--- config.mk ---
export PLATFORM = sky130hd
export DESIGN_NAME = fetch_unit
export DESIGN_NICKNAME = d
export VERILOG_FILES = /design/src/rtl/hart_pkg.sv /design/src/rtl/fetch_fifo.sv /design/src/rtl/fetch_unit.sv
export SDC_FILE = /design/constraint.sdc
export NUM_CORES = 1
export LEC_CHECK = 0
export BUFFER_PORTS_ARGS = -buffer_cell sky130_fd_sc_hd__clkbuf_2
export CELL_PAD_IN_SITES_DETAIL_PLACEMENT = 1
export CELL_PAD_IN_SITES_GLOBAL_PLACEMENT = 1
export CORE_MARGIN = 5
export CORE_UTILIZATION = 30
export CTS_BUF_LIST = sky130_fd_sc_hd__clkbuf_4
export CTS_CLUSTER_SIZE = 30
export DETAILED_ROUTE_END_ITERATION = 12
export PLACE_DENSITY_LB_ADDON = 0.1
export SKIP_LAST_GASP = 1
export SLEW_MARGIN = 25
export SYNTH_ARGS = -nofsm -noshare
export SYNTH_HDL_FRONTEND = slang
export SYNTH_SLANG_ARGS = --single-unit
--- constraint.sdc ---
create_clock -name i_clk -period 7.09 [get_ports i_clk]
set_clock_uncertainty 0.2 [all_clocks]
set_input_delay 0.709 -clock i_clk [delete_from_list [all_inputs] [get_ports i_clk]]
set_output_delay 0.709 -clock i_clk [all_outputs]
set_load 0.005 [all_outputs]
--- src/rtl/hart_pkg.sv ---
// Definitions shared across the hart: data width, fetch FSM states and
// the layout of an instruction buffer entry.
package hart_pkg;

    localparam int XLEN = 32;
    localparam logic [XLEN-1:0] INST_NOP = 32'h0000_0013;

    typedef enum logic {
        FETCH_RUN   = 1'b0,
        FETCH_FAULT = 1'b1
    } fetch_state_e;

    typedef struct packed {
        logic [XLEN-1:0] inst;
        logic [XLEN-1:0] pc;
        logic            fault;
    } fetch_entry_t;

endpackage

--- src/rtl/fetch_fifo.sv ---
// Synchronous FIFO with flush; push and pop may share a cycle when non-empty,
// including when full.
module fetch_fifo #(
    parameter int DEPTH = 2,
    parameter int WIDTH = 8
) (
    input  logic                     i_clk,
    input  logic                     i_rst,
    input  logic                     i_push,
    input  logic [WIDTH-1:0]         i_data,
    input  logic                     i_pop,
    input  logic                     i_flush,
    output logic [WIDTH-1:0]         o_data,
    output logic                     o_empty,
    output logic                     o_full,
    output logic [$clog2(DEPTH):0]   o_count
);
    localparam int PW = $clog2(DEPTH);

    logic [WIDTH-1:0] r_mem [DEPTH];
    logic [PW-1:0]    r_wr_ptr;
    logic [PW-1:0]    r_rd_ptr;
    logic [PW:0]      r_count;
    logic             w_do_push;
    logic             w_do_pop;

    assign o_empty   = (r_count == '0);
    assign o_full    = (r_count == (PW+1)'(DEPTH));
    assign o_count   = r_count;
    assign o_data    = r_mem[r_rd_ptr];
    assign w_do_pop  = i_pop && !o_empty;
    assign w_do_push = i_push && (!o_full || w_do_pop);

    always_ff @(posedge i_clk) begin
        if (i_rst || i_flush) begin
            r_wr_ptr <= '0;
            r_rd_ptr <= '0;
            r_count  <= '0;
        end else begin
            if (w_do_push) r_wr_ptr <= r_wr_ptr + 1'b1;
            if (w_do_pop)  r_rd_ptr <= r_rd_ptr + 1'b1;
            r_count <= r_count + (PW+1)'(w_do_push) - (PW+1)'(w_do_pop);
        end
    end

    always_ff @(posedge i_clk) begin
        if (w_do_push && !i_flush) r_mem[r_wr_ptr] <= i_data;
    end

endmodule

--- src/rtl/fetch_unit.sv ---
// Instruction fetch front end: owns the fetch PC, issues credit-limited word
// reads, buffers responses and handles redirects and misaligned targets.
//   state       | meaning
//   FETCH_RUN   | sequential fetch, responses buffered for decode
//   FETCH_FAULT | misaligned redirect: drain stale responses, present one fault entry
module fetch_unit
    import hart_pkg::*;
#(
    parameter logic [XLEN-1:0] RESET_ADDR = 32'h0000_0000,
    parameter int              DEPTH      = 2
) (
    input  logic            i_clk,
    input  logic            i_rst,
    output logic            o_imem_req_valid,
    input  logic            i_imem_req_ready,
    output logic [XLEN-1:0] o_imem_req_addr,
    input  logic            i_imem_rsp_valid,
    input  logic [XLEN-1:0] i_imem_rsp_data,
    input  logic            i_redirect_valid,
    input  logic [XLEN-1:0] i_redirect_pc,
    output logic            o_inst_valid,
    input  logic            i_inst_ready,
    output logic [XLEN-1:0] o_inst,
    output logic [XLEN-1:0] o_inst_pc,
    output logic            o_inst_fault
);
    localparam int CW = $clog2(DEPTH) + 1;
    localparam int PW = $clog2(DEPTH);

    fetch_state_e    r_state, w_state_nxt;
    logic            r_fault_pend, w_fault_pend_nxt;
    logic [XLEN-1:0] r_fetch_pc;
    logic [CW-1:0]   r_outstanding, r_drop_cnt, w_out_next;
    logic [XLEN-1:0] r_tag_pc [DEPTH];
    logic [PW-1:0]   r_tag_wr, r_tag_rd;

    logic            w_fire, w_rsp, w_pop, w_flush;
    logic            w_fifo_push, w_fifo_empty, w_fifo_full;
    logic [CW-1:0]   w_fifo_count;
    fetch_entry_t    w_fifo_din, w_fifo_head;
    logic [CW:0]     w_used, w_limit;

    // A pop this cycle frees a slot, which keeps single-cycle memory at full rate.
    assign w_used           = {1'b0, r_outstanding} + {1'b0, w_fifo_count};
    assign w_limit          = (CW+1)'(DEPTH) + {{CW{1'b0}}, w_pop};
    assign o_imem_req_valid = !i_rst && (r_state == FETCH_RUN) && (w_used < w_limit);
    assign o_imem_req_addr  = r_fetch_pc;
    assign w_fire           = o_imem_req_valid && i_imem_req_ready;
    assign w_rsp            = i_imem_rsp_valid && (r_outstanding != '0);
    assign w_pop            = o_inst_valid && i_inst_ready;
    assign w_out_next       = r_outstanding + CW'(w_fire) - CW'(w_rsp);

    assign o_inst_valid = !w_fifo_empty;
    assign o_inst       = o_inst_valid ? w_fifo_head.inst : '0;
    assign o_inst_pc    = o_inst_valid ? w_fifo_head.pc : '0;
    assign o_inst_fault = o_inst_valid && w_fifo_head.fault;

    always_comb begin
        w_state_nxt      = r_state;
        w_fault_pend_nxt = r_fault_pend;
        w_flush          = 1'b0;
        w_fifo_push      = 1'b0;
        w_fifo_din       = '0;
        if (i_redirect_valid) begin
            w_flush          = 1'b1;
            w_state_nxt      = (i_redirect_pc[1:0] != 2'b00) ? FETCH_FAULT : FETCH_RUN;
            w_fault_pend_nxt = (i_redirect_pc[1:0] != 2'b00);
        end else if (r_state == FETCH_RUN) begin
            if (w_rsp && (r_drop_cnt == '0)) begin
                w_fifo_push = 1'b1;
                w_fifo_din  = '{inst: i_imem_rsp_data, pc: r_tag_pc[r_tag_rd], fault: 1'b0};
            end
        end else if (r_fault_pend && (r_drop_cnt == '0)) begin
            w_fifo_push      = 1'b1;
            w_fifo_din       = '{inst: '0, pc: r_fetch_pc, fault: 1'b1};
            w_fault_pend_nxt = 1'b0;
        end
    end

    always_ff @(posedge i_clk) begin
        if (i_rst) begin
            r_state      <= FETCH_RUN;
            r_fault_pend <= 1'b0;
        end else begin
            r_state      <= w_state_nxt;
            r_fault_pend <= w_fault_pend_nxt;
        end
    end

    // Stale requests stay in the tag queue and retire as their responses are dropped.
    always_ff @(posedge i_clk) begin
        if (i_rst) begin
            r_fetch_pc    <= RESET_ADDR;
            r_outstanding <= '0;
            r_drop_cnt    <= '0;
            r_tag_wr      <= '0;
            r_tag_rd      <= '0;
        end else begin
            r_outstanding <= w_out_next;
            if (w_fire) r_tag_wr <= r_tag_wr + 1'b1;
            if (w_rsp)  r_tag_rd <= r_tag_rd + 1'b1;
            if (i_redirect_valid) begin
                r_fetch_pc <= i_redirect_pc;
                r_drop_cnt <= w_out_next;
            end else begin
                if (w_fire) r_fetch_pc <= r_fetch_pc + 32'd4;
                if (w_rsp && (r_drop_cnt != '0)) r_drop_cnt <= r_drop_cnt - 1'b1;
            end
        end
    end

    always_ff @(posedge i_clk) begin
        if (w_fire) r_tag_pc[r_tag_wr] <= r_fetch_pc;
    end

    fetch_fifo #(
        .DEPTH (DEPTH),
        .WIDTH ($bits(fetch_entry_t))
    ) u_fifo (
        .i_clk   (i_clk),
        .i_rst   (i_rst),
        .i_push  (w_fifo_push),
        .i_data  (w_fifo_din),
        .i_pop   (w_pop),
        .i_flush (w_flush),
        .o_data  (w_fifo_head),
        .o_empty (w_fifo_empty),
        .o_full  (w_fifo_full),
        .o_count (w_fifo_count)
    );

    a_no_push_on_full: assert property (@(posedge i_clk) disable iff (i_rst)
        !(w_fifo_push && w_fifo_full && !w_pop));

endmodule

==> run summary <==
Floorplan
- **horizontal die dimension** 195 um
- **y dimension of the die** 195 um
- **area enclosed by the die boundary** 38000 um2
- **Std-Cell Rows** 67
- **Placeable Area** 33600 um2
- **total I/O pin count** 169
- **initial cell density of the core** 0.305

Setup path
- **Max stage delay cell, worst path** o21ai_1
- **critical path launch point** u_fifo.o_count[0]
- **maximum single-stage delay on the critical path** 0.49 ns
- **Setup crit end kind** flip-flop
- **Crit Path Category** reg2reg
- **top cell family by delay on the critical path** adder cells
- **cell repeated most along the worst path** ha_1
- **Reg-to-Reg Start** u_fifo.o_count[0]
- **critical-path maximum fanout** 12
- **cells along the critical path** ha_1 -> fa_1 -> o21ai_1 -> nand2_1 -> ha_1 -> inv_1 -> ha_1 -> xor2_1 -> xnor2_1 -> nor2_1 -> a21oi_1 -> nor2_1
- **buffers plus inverters on the worst setup path** 1
- **startpoint type of the worst setup path** flip-flop
- **required time of the critical path** 7.39 ns
- **data arrival at the endpoint of the critical path** 3.88 ns

Drt
- **Avg Vias per Cell** 4.71
- **Via Count** 7062
- **Pre-Repair DR Iteration Count** 4
- **DRC violations left** 0
- **post-route ant nets** 0
- **detailed router's first-iteration violation count** 249
- **drt total wl** 28.7 mm
- **Routed WL per cell** 19.1 um

Place
- **Cell Area, Placed** 11600 um2
- **post-DP HPWL** 18.8 mm
- **gp weighted congestion** 0.720
- **count of buffers from port buffering** 168

GRT
- **GRT overflow** 0
- **overall routing resource usage** 0.149
- **wire length of the first global-routing pass** 44.4 mm
- **pin count of the biggest net entering global routing** 67
- **number of global-route vias before repair** 7773
- **number of antenna violations at the first check in global routing** 2

Yosys
- **portion of the post-synthesis area used by sequential elements** 0.657
- **asr flop ratio synth** 0
- **number of register bits inferred by synthesis** 240
- **share of the synthesized area in the top cell type** 0.568
- **Post-Synthesis Mean Instance Area** 12.9 um2
- **flip-flop cell with the highest count after synthesis** edfxtp_1
- **Synth cell types** 53
- **gate count after technology mapping** 797
- **syn nets** 875
- **Netlist Area Pre-Place** 10300 um2
- **Yosys top cell by area** edfxtp_1
- **largest cells by area after synthesis** edfxtp_1 57%, mux2i_1 9.8%, dfxtp_1 9.0%
- **number of flops mapped to enable cells by yosys** 194
- **number of warnings reported in the yosys synthesis log** 0

Cells and area
- **Synth-to-Final Area Change** 21.3%
- **final net count** 1079
- **sequential cell area** 6750 um2
- **Filler cells** 3648
- **multi-input gate area in the final layout** 3290 um2
- **share of layout cells above drive strength 1** 0.284
- **final std cell area, no fill** 12400 um2

Run status
- **result of the run** completed

STA
- **number of endpoints failing setup at the final stage** 0
- **Fmax** 279 MHz
- **transition at the pin with the smallest max-transition slack** 0.970 ns
- **Final TNS setup** 0 ns
- **min Tclk post-route** 3.58 ns
- **Final period util** 0.505
- **unrepaired setup endpoints after global routing** false
- **Pins Over Slew Limit** 0
- **number of failing hold endpoints at the final stage** 0
- **headroom to the max-slew limit** 0.353

Clock network
- **number of setup buffers added after CTS** 0
- **CTS Root Buffer Type** clkbuf_4
- **number of buffers added to fix hold violations after cts** 0
- **number of clock sinks** 240
- **number of gates given a new drive strength after cts** 0
- **CTS clock-pin slew for the worst setup and hold paths** 0.06 ns
- **TritonCTS clock tree** yes
- **number of levels in the clock H-tree** 3
- **Clock Latency Late Sink** 0.67 ns
- **CTS max path bufs** 3
- **cts bufs inserted** 72

Power and ir drop
- **Pwr per Cell Area** 276 nW/um2
- **Max IR drop VDD** 117 uV
- **leakage** 4.52 nW

Flow run
- **Max-Cap Viols** 0

Worst hold path
- **start point of the worst min-delay path** i_redirect_pc[30]
- **type of the most critical hold path** in2reg

==> through the flow <==
stage                     total power, mW  cells  setup slack (ns)   util  hold WS, ns
after global routing                 3.64   1498              3.20  0.370       0.0310
final                                3.43   1498              3.51  0.370       0.0790
after global placement               2.20   1375              3.30  0.344        0.256
after CTS                            3.51   1496              3.53  0.370       0.0150
after floorplan                      2.02    797              1.80      -        0.243
after detailed placement             2.20   1375              3.25  0.344        0.264
==> registers in the layout, summed over array words and instances, names as in the netlist, 2 cells and up, named ones only <==
register and cells:
u_fifo.r_mem 130, r_tag_pc 64, o_imem_req_addr 32, r_drop_cnt 2, r_outstanding 2, u_fifo.o_count 2
==> placed cells by master, fill, tap and decap left out, types with 17 or more instances in the layout <==
cell and n:
edfxtp_1 194, clkbuf_2 168, nor2_1 112, mux2i_1 100, clkbuf_4 96, nand2_1 48, dfxtp_1 44, and2_1 36
o21ai_0 36, clkinv_1 20, a211oi_1 18, xnor2_1 17
==> final timing paths <==
check	to	slack, ns	cells past startpoint
min reg2reg	r_fault_pend	0.27	2
max reg2reg	r_drop_cnt[1]	3.51	12
max	r_drop_cnt[1]	3.51	12
min	o_imem_req_addr[30]	0.08	2
==> cell type report <==
| type | count | share of cell area |
|---|---|---|
| inverter | 10 | 0.00302 |
| antenna | 2 | 0.000402 |
| timing repair buffer | 179 | 0.0742 |
| tap | 448 | 0.0450 |
| clock buffer | 96 | 0.0579 |
| multi-input combinational | 498 | 0.265 |
| clock inverter | 25 | 0.0121 |
| sequential | 240 | 0.543 |
==> cell usage after synthesis (2+ instances only) <==
library cell,n
a211oi_1,18
a21oi_1,6
a311o_1,2
a311oi_1,5
and2_1,37
and3_1,10
and4_1,4
buf_1,12
buf_2,3
buf_4,2
buf_6,2
clkbuf_1,30
dfxtp_1,46
edfxtp_1,194
ha_1,7
inv_1,10
mux2i_1,100
nand2_1,48
nand3_1,16
nand4_1,11
nor2_1,114
nor2b_1,4
nor3_1,6
nor3b_1,2
nor4_1,11
o21a_1,3
o21ai_0,36
o21ai_1,2
o2bb2ai_1,2
or2_2,2
or3_1,4
xnor2_1,17
xor2_1,11
==> kinds of logic (layout without fill, tap and decap cells) <==
kind of cell               count (synthesis)  count (layout)  share of synthesized area
buffers and inverters                     59             310                     0.0241
DFF                                      240             240                      0.657
AOI/OAI and AO/OA                         86              86                     0.0554
muxes                                    100             100                     0.0975
and+or+nand+nor                          276             276                      0.131
other                                      0               2                          0
xor gates and xnor gates                  28              28                     0.0239
adders and majority gates                  8               8                     0.0105
==> routing by layer <==
| metal | vias up | wire length [um] | global-route usage |
|---|---|---|---|
| met5 | - | 0 | 0 |
| met1 | 3448 | 13500 | 0.198 |
| met4 | 0 | 558 | 0.0497 |
| met2 | 195 | 13100 | 0.238 |
| met3 | 48 | 1530 | 0.0377 |
| li1 | 3371 | - | - |
==> worst reg2reg max path, delay by kind of cell, from the launching register on <==
family	cells	cell delay [ns]
AOI/OAI and AO/OA	2	0.62
xor gates and xnor gates	2	0.33
adders and majority gates	4	1.23
buffers and inverters	1	0.04
DFF	1	0.45
and+or+nand+nor	3	0.58
==> where the power goes <==
part / internal, mW / switching [mW] / total [mW]
clock network: 0.698 / 0.574 / 1.27
logic: 0.169 / 0.244 / 0.413
registers: 1.64 / 0.103 / 1.75
(Power assumes the default switching activity.)
